## config.mk

```make
export PLATFORM = sky130hd
export DESIGN_NAME = rm_controller_fsm_flat
export DESIGN_NICKNAME = d
export VERILOG_FILES = /design/src/rtl/rm_controller_fsm_if.sv /design/src/rtl/rm_controller_fsm.sv /design/src/flat_wrapper.sv
export SDC_FILE = /design/constraint.sdc
export NUM_CORES = 1
export LEC_CHECK = 0
export CAP_MARGIN = 20
export CORE_AREA = 2 2 39 41
export DETAILED_ROUTE_END_ITERATION = 8
export DIE_AREA = 0 0 41 43
export PLACE_DENSITY = 0.85
export SYNTH_ARGS = -nofsm -noshare
export SYNTH_HDL_FRONTEND = slang
export SYNTH_SLANG_ARGS = --single-unit
```

## constraint.sdc

```tcl
create_clock -name clk -period 2.6 [get_ports clk]
set_input_delay 0.52 -clock clk [delete_from_list [all_inputs] [get_ports clk]]
set_output_delay 0.52 -clock clk [all_outputs]
set_load 0.02 [all_outputs]
```

## src/rtl/rm_controller_fsm_if.sv

```systemverilog
// Control bundle between rm_controller_fsm and the 16-bit datapath/instruction register.
// master = controller side, slave = datapath side.
interface rm_controller_fsm_if;
    logic       s;
    logic [2:0] opcode;
    logic [1:0] op;
    logic       w;
    logic [2:0] nsel;
    logic [1:0] vsel;
    logic       loada;
    logic       loadb;
    logic       asel;
    logic       bsel;
    logic [1:0] ALUop;
    logic       loadc;
    logic       loads;
    logic       write;
    logic       halted;

    modport master (
        input  s, opcode, op,
        output w, nsel, vsel, loada, loadb, asel, bsel, ALUop, loadc, loads, write, halted
    );

    modport slave (
        output s, opcode, op,
        input  w, nsel, vsel, loada, loadb, asel, bsel, ALUop, loadc, loads, write, halted
    );
endinterface

```

## src/rtl/rm_controller_fsm.sv

```systemverilog
// Multi-cycle Moore controller sequencing register reads, ALU execute and write-back.
// Optional sticky HALT on opcode 111 when RM_CTRL_HALT_EN is defined.
module rm_controller_fsm (
    input  logic                 clk,
    input  logic                 reset,
    rm_controller_fsm_if.master  bus
);

    typedef enum logic [2:0] {
        WAIT      = 3'd0,
        DECODE    = 3'd1,
        WRITE_IMM = 3'd2,
        GET_A     = 3'd3,
        GET_B     = 3'd4,
        EXEC      = 3'd5,
        WRITE_REG = 3'd6
`ifdef RM_CTRL_HALT_EN
        ,
        HALT      = 3'd7
`endif
    } state_t;

    state_t     state;
    state_t     state_nxt;
    logic [2:0] opcode_l;
    logic [1:0] op_l;

    logic       w;
    logic [2:0] nsel;
    logic [1:0] vsel;
    logic       loada;
    logic       loadb;
    logic       asel;
    logic [1:0] aluop;
    logic       loadc;
    logic       loads;
    logic       write;
    logic       halted;

    // Instruction fields are captured only on the start edge so later IR changes are ignored.
    always_ff @(posedge clk) begin
        if (reset) begin
            state    <= WAIT;
            opcode_l <= 3'b000;
            op_l     <= 2'b00;
        end else begin
            state <= state_nxt;
            if (state == WAIT && bus.s) begin
                opcode_l <= bus.opcode;
                op_l     <= bus.op;
            end
        end
    end

    always_comb begin
        state_nxt = WAIT;
        w         = 1'b0;
        nsel      = 3'b000;
        vsel      = 2'b00;
        loada     = 1'b0;
        loadb     = 1'b0;
        asel      = 1'b0;
        aluop     = 2'b00;
        loadc     = 1'b0;
        loads     = 1'b0;
        write     = 1'b0;
        halted    = 1'b0;

        case (state)
            WAIT: begin
                w         = 1'b1;
                state_nxt = bus.s ? DECODE : WAIT;
            end
            DECODE: begin
                casez ({opcode_l, op_l})
                    5'b110_10:                       state_nxt = WRITE_IMM;
                    5'b110_00, 5'b101_11:            state_nxt = GET_B;
                    5'b101_00, 5'b101_01, 5'b101_10: state_nxt = GET_A;
`ifdef RM_CTRL_HALT_EN
                    5'b111_??:                       state_nxt = HALT;
`endif
                    default:                         state_nxt = WAIT;
                endcase
            end
            WRITE_IMM: begin
                nsel      = 3'b001;
                vsel      = 2'b10;
                write     = 1'b1;
                state_nxt = WAIT;
            end
            GET_A: begin
                nsel      = 3'b001;
                loada     = 1'b1;
                state_nxt = GET_B;
            end
            GET_B: begin
                nsel      = 3'b100;
                loadb     = 1'b1;
                state_nxt = EXEC;
            end
            EXEC: begin
                // Only 101 (ALU ops) and 110/00 (MOV Rd,Rm: 0 + Rm) reach here.
                if (opcode_l == 3'b101) begin
                    aluop = op_l;
                    if (op_l == 2'b01) begin
                        loads     = 1'b1;
                        state_nxt = WAIT;
                    end else begin
                        loadc     = 1'b1;
                        state_nxt = WRITE_REG;
                    end
                end else begin
                    asel      = 1'b1;
                    loadc     = 1'b1;
                    state_nxt = WRITE_REG;
                end
            end
            WRITE_REG: begin
                nsel      = 3'b010;
                write     = 1'b1;
                state_nxt = WAIT;
            end
`ifdef RM_CTRL_HALT_EN
            HALT: begin
                halted    = 1'b1;
                state_nxt = HALT;
            end
`endif
            default: state_nxt = WAIT;
        endcase
    end

    assign bus.w      = w;
    assign bus.nsel   = nsel;
    assign bus.vsel   = vsel;
    assign bus.loada  = loada;
    assign bus.loadb  = loadb;
    assign bus.asel   = asel;
    assign bus.bsel   = 1'b0;
    assign bus.ALUop  = aluop;
    assign bus.loadc  = loadc;
    assign bus.loads  = loads;
    assign bus.write  = write;
    assign bus.halted = halted;

endmodule
```

## src/flat_wrapper.sv

```systemverilog
// flat-port wrapper written by rule: the top's interface ports become plain ports
module rm_controller_fsm_flat 
  (clk, reset, bus_s, bus_opcode, bus_op, bus_w, bus_nsel, bus_vsel, bus_loada, bus_loadb, bus_asel, bus_bsel, bus_ALUop, bus_loadc, bus_loads, bus_write, bus_halted);
  rm_controller_fsm_if bus_i ();
  input  logic clk;
  input  logic reset;
  input wire logic [$bits(bus_i.s)-1:0] bus_s;
  input wire logic [$bits(bus_i.opcode)-1:0] bus_opcode;
  input wire logic [$bits(bus_i.op)-1:0] bus_op;
  output wire logic [$bits(bus_i.w)-1:0] bus_w;
  output wire logic [$bits(bus_i.nsel)-1:0] bus_nsel;
  output wire logic [$bits(bus_i.vsel)-1:0] bus_vsel;
  output wire logic [$bits(bus_i.loada)-1:0] bus_loada;
  output wire logic [$bits(bus_i.loadb)-1:0] bus_loadb;
  output wire logic [$bits(bus_i.asel)-1:0] bus_asel;
  output wire logic [$bits(bus_i.bsel)-1:0] bus_bsel;
  output wire logic [$bits(bus_i.ALUop)-1:0] bus_ALUop;
  output wire logic [$bits(bus_i.loadc)-1:0] bus_loadc;
  output wire logic [$bits(bus_i.loads)-1:0] bus_loads;
  output wire logic [$bits(bus_i.write)-1:0] bus_write;
  output wire logic [$bits(bus_i.halted)-1:0] bus_halted;
  assign bus_i.s = bus_s;
  assign bus_i.opcode = bus_opcode;
  assign bus_i.op = bus_op;
  assign bus_w = bus_i.w;
  assign bus_nsel = bus_i.nsel;
  assign bus_vsel = bus_i.vsel;
  assign bus_loada = bus_i.loada;
  assign bus_loadb = bus_i.loadb;
  assign bus_asel = bus_i.asel;
  assign bus_bsel = bus_i.bsel;
  assign bus_ALUop = bus_i.ALUop;
  assign bus_loadc = bus_i.loadc;
  assign bus_loads = bus_i.loads;
  assign bus_write = bus_i.write;
  assign bus_halted = bus_i.halted;
  rm_controller_fsm u_core (.clk(clk), .reset(reset), .bus(bus_i));
endmodule
```

==> key figures, run 1 <==
Setup path
  • Crit path max fanout: 13
  • Critical path capture point type: primary output
  • R2r endpoint: u_core.opcode_l[1]
  • Startpoint types: flip-flop
  • Crit path DAT: 1.91 ns
  • Critical Path RT: 2.08 ns
  • R2R depth: 3
  • RR Startpoint: u_core.state[2]
  • CP Class: flip-flop to primary output
  • Reg2reg setup slack: 1.20 ns

GRT
  • Number of global-route vias before repair: ~400
  • Initial antenna violation count: 0
  • Largest net degree at the start of global routing: 14
  • First-pass GRT wire length: ~1700 um
  • Grt total ovfl: 0
  • Tot GR Track Use: 14.6%

Clock network
  • Root Buffer: clkbuf_4
  • Post-CTS Setup Inserts: 0
  • Cts bufs inserted: 3
  • CTS tree: done
  • Clk buf depth: 2
  • CTS sink count: 8
  • Reg clk slew, reported paths: ~0.05 ns
  • CTS hold repair buffers: 0
  • H-tree Lvls: 1
  • # resized after CTS: 0
  • Clk Latency, worst-skew pair: 0.25 ns

Route
  • Antenna Violating Nets Remaining: 0
  • 1st-pass router iterations: 4
  • Vias: 487
  • Vias per cell: 5.18
  • WL final: 1090 um
  • DRT iter0 DRCs: 9
  • Drt wl/cell: about 12 um
  • DRC: 0

Synthesis
  • Mux share of post-synthesis cell area: 9.66%
  • Mapped Area: 518 um2
  • Compound-Gate Fraction of Synth Area: 12.3%
  • Synth Area in XOR/XNOR: 0%
  • Distinct cells, synth: 32
  • Flops & latches, synth: 8
  • Post-Synth Adder-Cell Area: 0%
  • Main combinational cell family by area after synthesis: simple AND/OR/NAND/NOR gates
  • Post-synthesis instance total: 62
  • Average size of a mapped cell: 8.35 um2
  • Synth warn: 0
  • Sequential fraction of the synthesis area: between 30% and 40%
  • Fraction of the mapped netlist area in simple logic gates: 32.9%

Status
  • Outcome: finished clean

Final layout
  • Share of post-route cells with drive strength above 1: 7.69%
  • Area grow syn2layout: 37.0%
  • Final nets: 88
  • Design area: 709 um2
  • Antenna diodes: 0

Run
  • Max Cap Viol: 0

Worst hold path
  • Hold path start: u_core.op_l[0]
  • Hold-critical path depth: 2
  • Worst Hold Class: flip-flop to flip-flop
  • Endpoint, Worst Hold: u_core.op_l[0]

Timing
  • Worst Skew: 0.00394 ns
  • Slew Limit Fails: 0
  • Endpoints failing setup: 0
  • RSZ-0062 raised after global routing: false
  • Setup TNS: 0 ns
  • Slew HR: 66.9%
  • Crit share post-route: 93.5%
  • Final Hold Vio Count: 0
  • Fmax: slightly above 400 MHz
  • Fin crit period: 2.43 ns
  • Worst slew pin tran: slightly below 0.5 ns

Die
  • Die outline width: 41 um
  • Die ar.: 1760 um2
  • FP Rows: 14
  • Io pins: 24
  • Initial Utilization: between 30% and 40%
  • Core area: 1380 um2
  • Die height: 43 um

Power and ir drop
  • PwrDens: about 400 nW/um2
  • Overall Power: 282 uW
  • Maximum VDD drop: 0.218 mV
  • Pleak: 0.275 nW

Placement
  • Detailed Place HPWL: 851 um
  • PortBufs: 20
  • Dpl cell area: roughly 690 um2
  • Routability cong.: 0.815
cell type report:
cell class / instances / area (um2)
sequential: 8 / 160
tap: 16 / 20.0
fill: 149 / 674
inverter: 3 / 11.3
timing repair buffer: 20 / 200
clock buffer: 3 / 22.5
multi-input combinational: 44 / 295
logic make-up (layout without fill, tap and decap cells):
| group | Yosys count | count (layout) |
|---|---|---|
| mux | 5 | 5 |
| compound gates | 9 | 9 |
| flops | 8 | 8 |
| simple gates | 27 | 27 |
| buf+inv | 12 | 26 |
| other cells | 1 | 3 |
per-layer routing:
layer	global-route usage [%]	wire, um	up-vias
li1	-	-	252
met1	16.6	481	216
met2	22.8	536	19
met3	3.14	76	0
met4	10.0	0	0
met5	0	0	-
critical path: stages, from the launching register on:
cell,delay [ns]
dfxtp_1,0.55
nand3b_1,0.22
o21bai_1,0.23
inv_1,0.07
clkdlybuf4s50_1,0.59
stage by stage:
step                setup slack (ns)  hold WS (ns)  utilization, %  cells
finish                         0.169         0.550            51.3     94
global route                  0.0401         0.592            51.3     94
CTS                            0.147         0.555            51.3     94
detailed placement             0.434         0.544            49.6     91
global placement               0.484         0.532            49.6     91
floorplan                      0.857         0.504               -     64
cells in the mapped netlist, drive strengths merged:
master	count	area share, %
nand3	2	1.9
nand2b	1	1.2
o21bai	1	1.4
and4bb	1	2.4
nor4b	1	4.6
inv	3	2.2
nor4	1	1.2
a21oi	2	1.9
mux2i	5	9.7
nand2	1	0.72
nand3b	1	1.4
nor2b	1	1.2
buf	7	9.7
nor4bb	1	1.9
nand4b	1	1.7
o311ai	1	1.7
nor2	9	6.5
clkbuf	2	1.7
o211ai	1	1.4
and3	2	2.4
and3b	1	1.7
o21ai	1	0.97
a31o	1	1.7
nor3	4	3.9
dfxtp	8	31
a221oi	1	1.7
conb	1	0.72
a211oi	1	1.4
state kept, by name, indices dropped and copies added, names as in the netlist:
register and cells:
u_core.state 3, u_core.opcode_l 3, u_core.op_l 2
report_power, final:
part | total [mW] | switching [mW] | internal [mW]
logic | 0.0477 | 0.0211 | 0.0266
clock network | 0.0938 | 0.0410 | 0.0527
registers | 0.140 | 0.0107 | 0.129
placed cells by master, fill, tap and decap left out, types with 2 or more instances in the layout:
| cell | instances |
|---|---|
| conb_1 | 3 |
| nor3_1 | 4 |
| dfxtp_1 | 8 |
| mux2i_1 | 5 |
| nor2_1 | 9 |
| inv_1 | 3 |
| and3_1 | 2 |
| nand3_1 | 2 |
| clkbuf_4 | 3 |
| clkdlybuf4s50_1 | 20 |
| a21oi_1 | 2 |
how the worst max path moves through the flow:
stage,start,end,cells after the start
after detailed placement,u_core.state[2],bus_loadc,4
after global routing,u_core.state[2],bus_loadc,4
after floorplan,u_core.state[2],bus_loads,3
after CTS,u_core.state[2],bus_loadc,4
final,u_core.state[2],bus_loadc,4
after global placement,u_core.state[2],bus_loadc,4
Power figures use the tool's default switching activity.
==> inputs of run 2 (changes only) <==
Settings changed: CAP_MARGIN 20 to not set.
==> results of run 2 <==
The final DEF is identical to that of run 1; final timing and power are the same.
==> inputs of run 3 (changes only) <==
Clock period 2.6 ns to 2.8 ns, I/O delays scaled along.
==> results of run 3 <==
Same layout as run 1 (identical final DEF). Status: finished clean.
Main changes from that run: setup slack after placement 0.434 ns -> 0.594 ns; setup slack after layout 0.169 ns -> 0.329 ns; register-to-register setup slack 1.20 ns -> 1.40 ns; total power 0.282 mW -> 0.261 mW; worst IR drop on VDD 0.218 mV -> 0.202 mV
